--- src/rtl/mem_stage_module.sv ---
// mem_stage_module: ARM MEM stage with a wait-stated SRAM model and the MEM/WB register.
// Optional macro MEM_FWD_EN drives mem_wb_val from alu_res_in; otherwise mem_wb_val is 0.
module mem_stage_module #(
  parameter int          MEM_DEPTH   = 64,
  parameter int          WAIT_CYCLES = 3,
  parameter logic [31:0] BASE_ADDR   = 32'd1024
) (
  input  logic        clk,
  input  logic        rst,
  input  logic        wb_en_in,
  input  logic        mem_r_en_in,
  input  logic        mem_w_en_in,
  input  logic [31:0] alu_res_in,
  input  logic [31:0] val_r_m_in,
  input  logic [3:0]  dest_in,
  output logic        wb_en_out,
  output logic        mem_r_en_out,
  output logic [31:0] alu_res_out,
  output logic [31:0] mem_data_out,
  output logic [3:0]  dest_out,
  output logic        ready,
  output logic [31:0] mem_wb_val
);
  localparam int AW = $clog2(MEM_DEPTH);
  typedef enum logic [1:0] {IDLE, WAIT, DONE} state_t;
  state_t        r_state;
  logic [3:0]    r_cnt;
  logic [31:0]   r_mem [MEM_DEPTH];
  logic [AW-1:0] w_idx;
  logic          w_req;
  logic          w_done;
  assign w_req  = mem_r_en_in | mem_w_en_in;
  assign w_done = r_state == DONE;
  assign w_idx  = AW'((alu_res_in - BASE_ADDR) >> 2);
  assign ready  = w_done | (r_state == IDLE && !w_req);
`ifdef MEM_FWD_EN
  assign mem_wb_val = alu_res_in;
`else
  assign mem_wb_val = '0;
`endif
  always_ff @(posedge clk or posedge rst) begin
    if (rst) begin
      r_state      <= IDLE;
      r_cnt        <= '0;
      wb_en_out    <= 1'b0;
      mem_r_en_out <= 1'b0;
      alu_res_out  <= '0;
      mem_data_out <= '0;
      dest_out     <= '0;
    end else begin
      case (r_state)
        IDLE: if (w_req) begin
          r_state <= WAIT;
          r_cnt   <= 4'(WAIT_CYCLES - 1);
        end
        WAIT: if (r_cnt == 4'd0) r_state <= DONE;
              else r_cnt <= r_cnt - 4'd1;
        default: r_state <= IDLE;
      endcase
      // a stalled stage emits a bubble while keeping its data fields
      wb_en_out    <= ready & wb_en_in;
      mem_r_en_out <= ready & mem_r_en_in;
      if (ready) begin
        alu_res_out <= alu_res_in;
        dest_out    <= dest_in;
      end
      if (w_done && mem_r_en_in) mem_data_out <= mem_w_en_in ? '0 : r_mem[w_idx];
    end
  end
  // reset forces IDLE asynchronously, so an interrupted store never commits
  always_ff @(posedge clk)
    if (w_done && mem_w_en_in) r_mem[w_idx] <= val_r_m_in;
endmodule

--- config.mk ---
export PLATFORM = sky130hd
export DESIGN_NAME = mem_stage_module
export DESIGN_NICKNAME = d
export VERILOG_FILES = /design/src/rtl/mem_stage_module.sv
export SDC_FILE = /design/constraint.sdc
export NUM_CORES = 2
export LEC_CHECK = 0
export BUFFER_PORTS_ARGS = -buffer_cell sky130_fd_sc_hd__buf_2
export CAP_MARGIN = 10
export CORE_MARGIN = 5
export CORE_UTILIZATION = 45
export DETAILED_ROUTE_END_ITERATION = 7
export PLACE_DENSITY = 0.71
export SYNTH_ARGS = -nofsm -noshare
export SYNTH_HDL_FRONTEND = slang
export SYNTH_SLANG_ARGS = --single-unit
--- constraint.sdc ---
create_clock -name clk -period 8.73 [get_ports clk]
set_input_delay 1.3095 -clock clk [delete_from_list [all_inputs] [get_ports clk]]
set_output_delay 1.3095 -clock clk [all_outputs]
set_load 0.005 [all_outputs]
# Word level (Yosys, flattened, before mapping)
# Memories as Yosys holds them, arrays and structs flattened.
# Index checks and enable logic that the tools add are counted.
# totals
memories,1
ff_bits,76
out_inout_bits,103
ramBits,2048
# op_classes
addsub,2
n_eq_ne,5
reduce_logical,9
n_mux,9
bitwise,4
# mem_list
memory,depth,word_bits,rd,rd_ports_with_merged_regs,wr,line,text
r_mem,64,32,1,0,1,28,logic [31:0] r_mem [MEM_DEPTH];
# op_table
op,n
$mux 32,1
$mux 4,2
$pmux 4 s2,1
$sub 8x1->8 const B,1
$ne 2x2->1 const B,3
$logic_not 4->1,1
$mux 2,2
$pmux 2 s2,1
$sub 4x1->4 const B,1
$logic_and 1x1->1,3
$reduce_and 3->1,1
$and 1x1->1,2
$eq 2x1->1 const B,1
$eq 2x2->1 const B,1
$logic_not 2->1,1
$mux 1,2
$or 1x1->1,2
$reduce_and 2->1,1
$reduce_bool 2->1,1
$logic_not 1->1,1

# Logic depth before layout (Yosys ltp)
# depth
word_depth,5
ltp_mapped,11
depth_no_buf,7

# Worst setup path after synthesis
# Ideal clock, no wire load.
# synth_path
path_type,input to register
start,input alu_res_in[2]
end,memory r_mem[12][0] (enable)
setup_slack_ns,4.227
path_stages,8
arrival_ns,4.082
required_ns,8.309
cell_sequence,buf_4 nor2_1 buf_4 buf_2 buf_4 buf_2 nand3_1 nor2_1
# synth_between
elab_chain_cells,1
# synth_lines
item,line,text
start: declaration,13,"input logic [31:0] alu_res_in,"
$sub 8x1->8,34,assign w_idx = AW'((alu_res_in - BASE_ADDR) >> 2);
end: declaration,28,
# Every way passes these cells.

# Worst setup path after layout
# layout_path
start,input alu_res_in[2]
end,register mem_data_out[24]
# layout_between
elab_chain_cells,3
# layout_lines
item,line,text
$sub 8x1->8,34,
$mem_v2 64x32,-,
$mux 32,67,if (w_done && mem_r_en_in) mem_data_out <= mem_w_en_in ? '0 : r_mem[w_idx];
end signal: assignment,67,
end: declaration,19,"output logic [31:0] mem_data_out,"
# Every way passes these cells.
# A chain may end at the register's enable or synchronous reset.

==> reports/metrics.csv <==
metric,value,unit
cts_sinks,2124,
numCtsBuffers,200,
start_util,0.4533,
fin_util,0.5129,
grt_start_max_net_pins,164,
syn_to_final_growth,13.15,%
syn-cell-area,80000,um^2
htreeDepth,4,
critPathLaunchType,input pin,
ys_warn_count,0,
synth.largest_area_cell,edfxtp_1,
grt_pass1_wl,352.5,mm
die_h,431.6,um
cts_buffer_depth,3,
vias,49055,
p_leak,28.67,nW
layout_commonest_cell,edfxtp_1,
cts-root-buf,clkbuf_16,
outcome,"complete, no violations",
nNetsFinal,4799,
yosys.area.top_type_share,0.7687,
synthArstFlopShare,0.03578,
hold_path_class,register to register,
dpl_worst_slack,3043,ps
final_max_slew_viol_count,0,
crit_required,9400,ps
wl,253.1,mm
synth.avg_cell_area,17.56,um^2
drive_gt1_frac,0.1576,
swShare,0.2234,
clk_pin_slew_worst_paths,60,ps
synth-seq-area-share,0.7925,
cts_resized,0,
rows,154,
synth_edf_count,2048,
drc,0,
synthCells,4557,
clock-skew-final,60.36,ps
seq_power_share,0.535,
maxCapViolCount,0,
antenna_found_initial,20,
cp.arrival,5710,ps
finalSetupViolCount,0,
overflow,0,
rsz0062_at_grt,no,
dr.pass1.iters,6,
fin_ws,3690,ps
grt_pass1_vias,46865,
place.gp.congestion,0.9164,
cts_setup_buffers,0,
hold_viol_final,0,
io_pins,176,
grtUsageTotal,0.2649,
fin_setup_tns,0,ps
power.share.clock,0.404,
hpwl,141.5,mm
hold_buffers,0,
ys_types,72,
worstSkewPairLatency,840,ps
wl_per_cell,34.94,um
crit_top_cell,buf_4,
initialDrtViolationCount,8822,
vias_per_cell,6.772,
slew_headroom,0.05259,
fmax,198.4,MHz
layout_common_cells,"edfxtp_1, a22oi_1, o22ai_1",
core_area,176500,um^2
cp-end-kind,register,
worst_hold_slack,488.5,ps
cp_slowest_cell,o21ai_0,
fillers,13841,
max_stage_delay,960,ps
pwr-share-comb,0.061,
cts_tree,built,
internal_power,0.01661,W
switching_power,0.004780,W
ant_nets,0,
dieArea,186300,um^2
synth-seq-cells,2124,
portBuffers,143,
crit_type,input pin to register,
power.density,236.3,nW/um^2
crit_path_max_fanout,62,
die_x,431.6,um
ys.flop_type,edfxtp_1,
max_slew.worst_pin.slew,1421,ps
min_period,5040,ps
vdd_drop_max,0.2184,mV
period_share,0.5773,
crit_chain,buf_4 -> buf_4 -> nor2_4 -> buf_4 -> buf_4 -> a22oi_1 -> o22ai_1 -> or4_1 -> o21ai_0 -> nand3_1,
ys_top_cells_by_area,"edfxtp_1, a22oi_1, o22ai_1, dfrtp_1, mux2i_1",
cells in the mapped netlist, types with 6 or more instances:
cell         n
edfxtp_1  2048
a22oi_1    578
o22ai_1    333
a221oi_1   163
mux2i_1    147
clkbuf_1   144
buf_2      143
nor2_1     120
a22o_1     104
a21oi_1     89
dfrtp_1     76
nand2_1     70
nor3_1      62
mux2_2      59
buf_4       48
or4_1       46
o21ai_0     42
buf_1       37
nand3_1     26
nor4_1      22
o22a_1      14
a222oi_1    13
or3_1       13
o31ai_1     12
a31oi_1      9
nand3b_1     8
nor2b_1      8
o21ai_1      8
or3b_2       8
mux4_2       6
sequential cells by signal, summed over array words and instances, names as in the netlist:
signal and cells:
alu_res_out 32, dest_out 4, mem_data_out 32, mem_r_en_out 1, r_cnt 4, r_mem 2048, r_state 2, wb_en_out 1
metrics by stage:
stage / instance area, um^2 / power [W] / std cells
3_5_place_dp: 83860 / 0.01296 / 6857
2_1_floorplan: 80120 / 0.01224 / 4588
4_1_cts: 90400 / 0.02143 / 7232
3_3_place_gp: 83850 / 0.01293 / 6855
5_1_grt: 90510 / 0.02198 / 7238
6_report: 90520 / 0.02139 / 7244
per-layer routing:
metal | track usage | vias to the layer above | wire [um]
met5 | 0 | - | 103
met4 | 0.1590 | 16 | 18170
met3 | 0.07643 | 774 | 35600
met2 | 0.3953 | 4361 | 111500
met1 | 0.3469 | 24540 | 87700
li1 | - | 19364 | -
final timing paths:
kind	to	from	slack, ps	depth (start not counted)
min reg2reg	r_cnt[0]$_DFFE_PP0P_	r_cnt[0]$_DFFE_PP0P_	490	1
min in group asynchronous	alu_res_out[13]$_DFFE_PP0N_	rst	590	2
max in group asynchronous	mem_data_out[11]$_DFFE_PP0P_	rst	6830	3
max reg2reg	r_mem[28][26]$_DFFE_PP_	r_state[0]$_DFFE_PP0P_	5070	5
min	r_cnt[0]$_DFFE_PP0P_	r_cnt[0]$_DFFE_PP0P_	490	1
max	mem_data_out[24]$_DFFE_PP0P_	alu_res_in[2]	3690	10
cell families (layout without fill, tap and decap cells):
kind of cell / count (synthesis) / after routing / synth area share
compound gates: 1406 / 1406 / 0.1279
xor+xnor: 2 / 2 / 0.0002190
other cells: 1 / 39 / 0.00004687
flops: 2124 / 2124 / 0.7925
buf+inv: 385 / 694 / 0.02287
fa+ha+maj: 2 / 2 / 0.0003127
simple gates: 425 / 425 / 0.02782
mux: 212 / 212 / 0.02839
power by group through the flow:
stage	clock network (W)	logic (W)	registers [W]
after global routing	0.00915	0.00138	0.0115
after CTS	0.00868	0.00129	0.0115
final	0.00863	0.00132	0.0114
after floorplan	0	0.000649	0.0116
after detailed placement	0	0.00129	0.0117
after global placement	0	0.00126	0.0117
critical path: cells and delay by family:
family / cells / cell delay [ps]
buffers and inverters: 4 / 2060
AO/OA/AOI/OAI: 3 / 1350
AND/OR/NAND/NOR: 3 / 820
layout make-up:
class | instances | area [um^2] | area share
diodes | 7 | 17.52 | 0.0001935
clock buffers | 266 | 5499 | 0.06075
clock inverters | 109 | 1045 | 0.01154
inverters | 8 | 32.53 | 0.0003594
multi-input cells | 2079 | 15470 | 0.1710
flip-flops and latches | 2124 | 63400 | 0.7004
well taps | 2340 | 2928 | 0.03234
repair buffers | 311 | 2125 | 0.02347
Note: power is estimated with default switching activity, not from simulation.
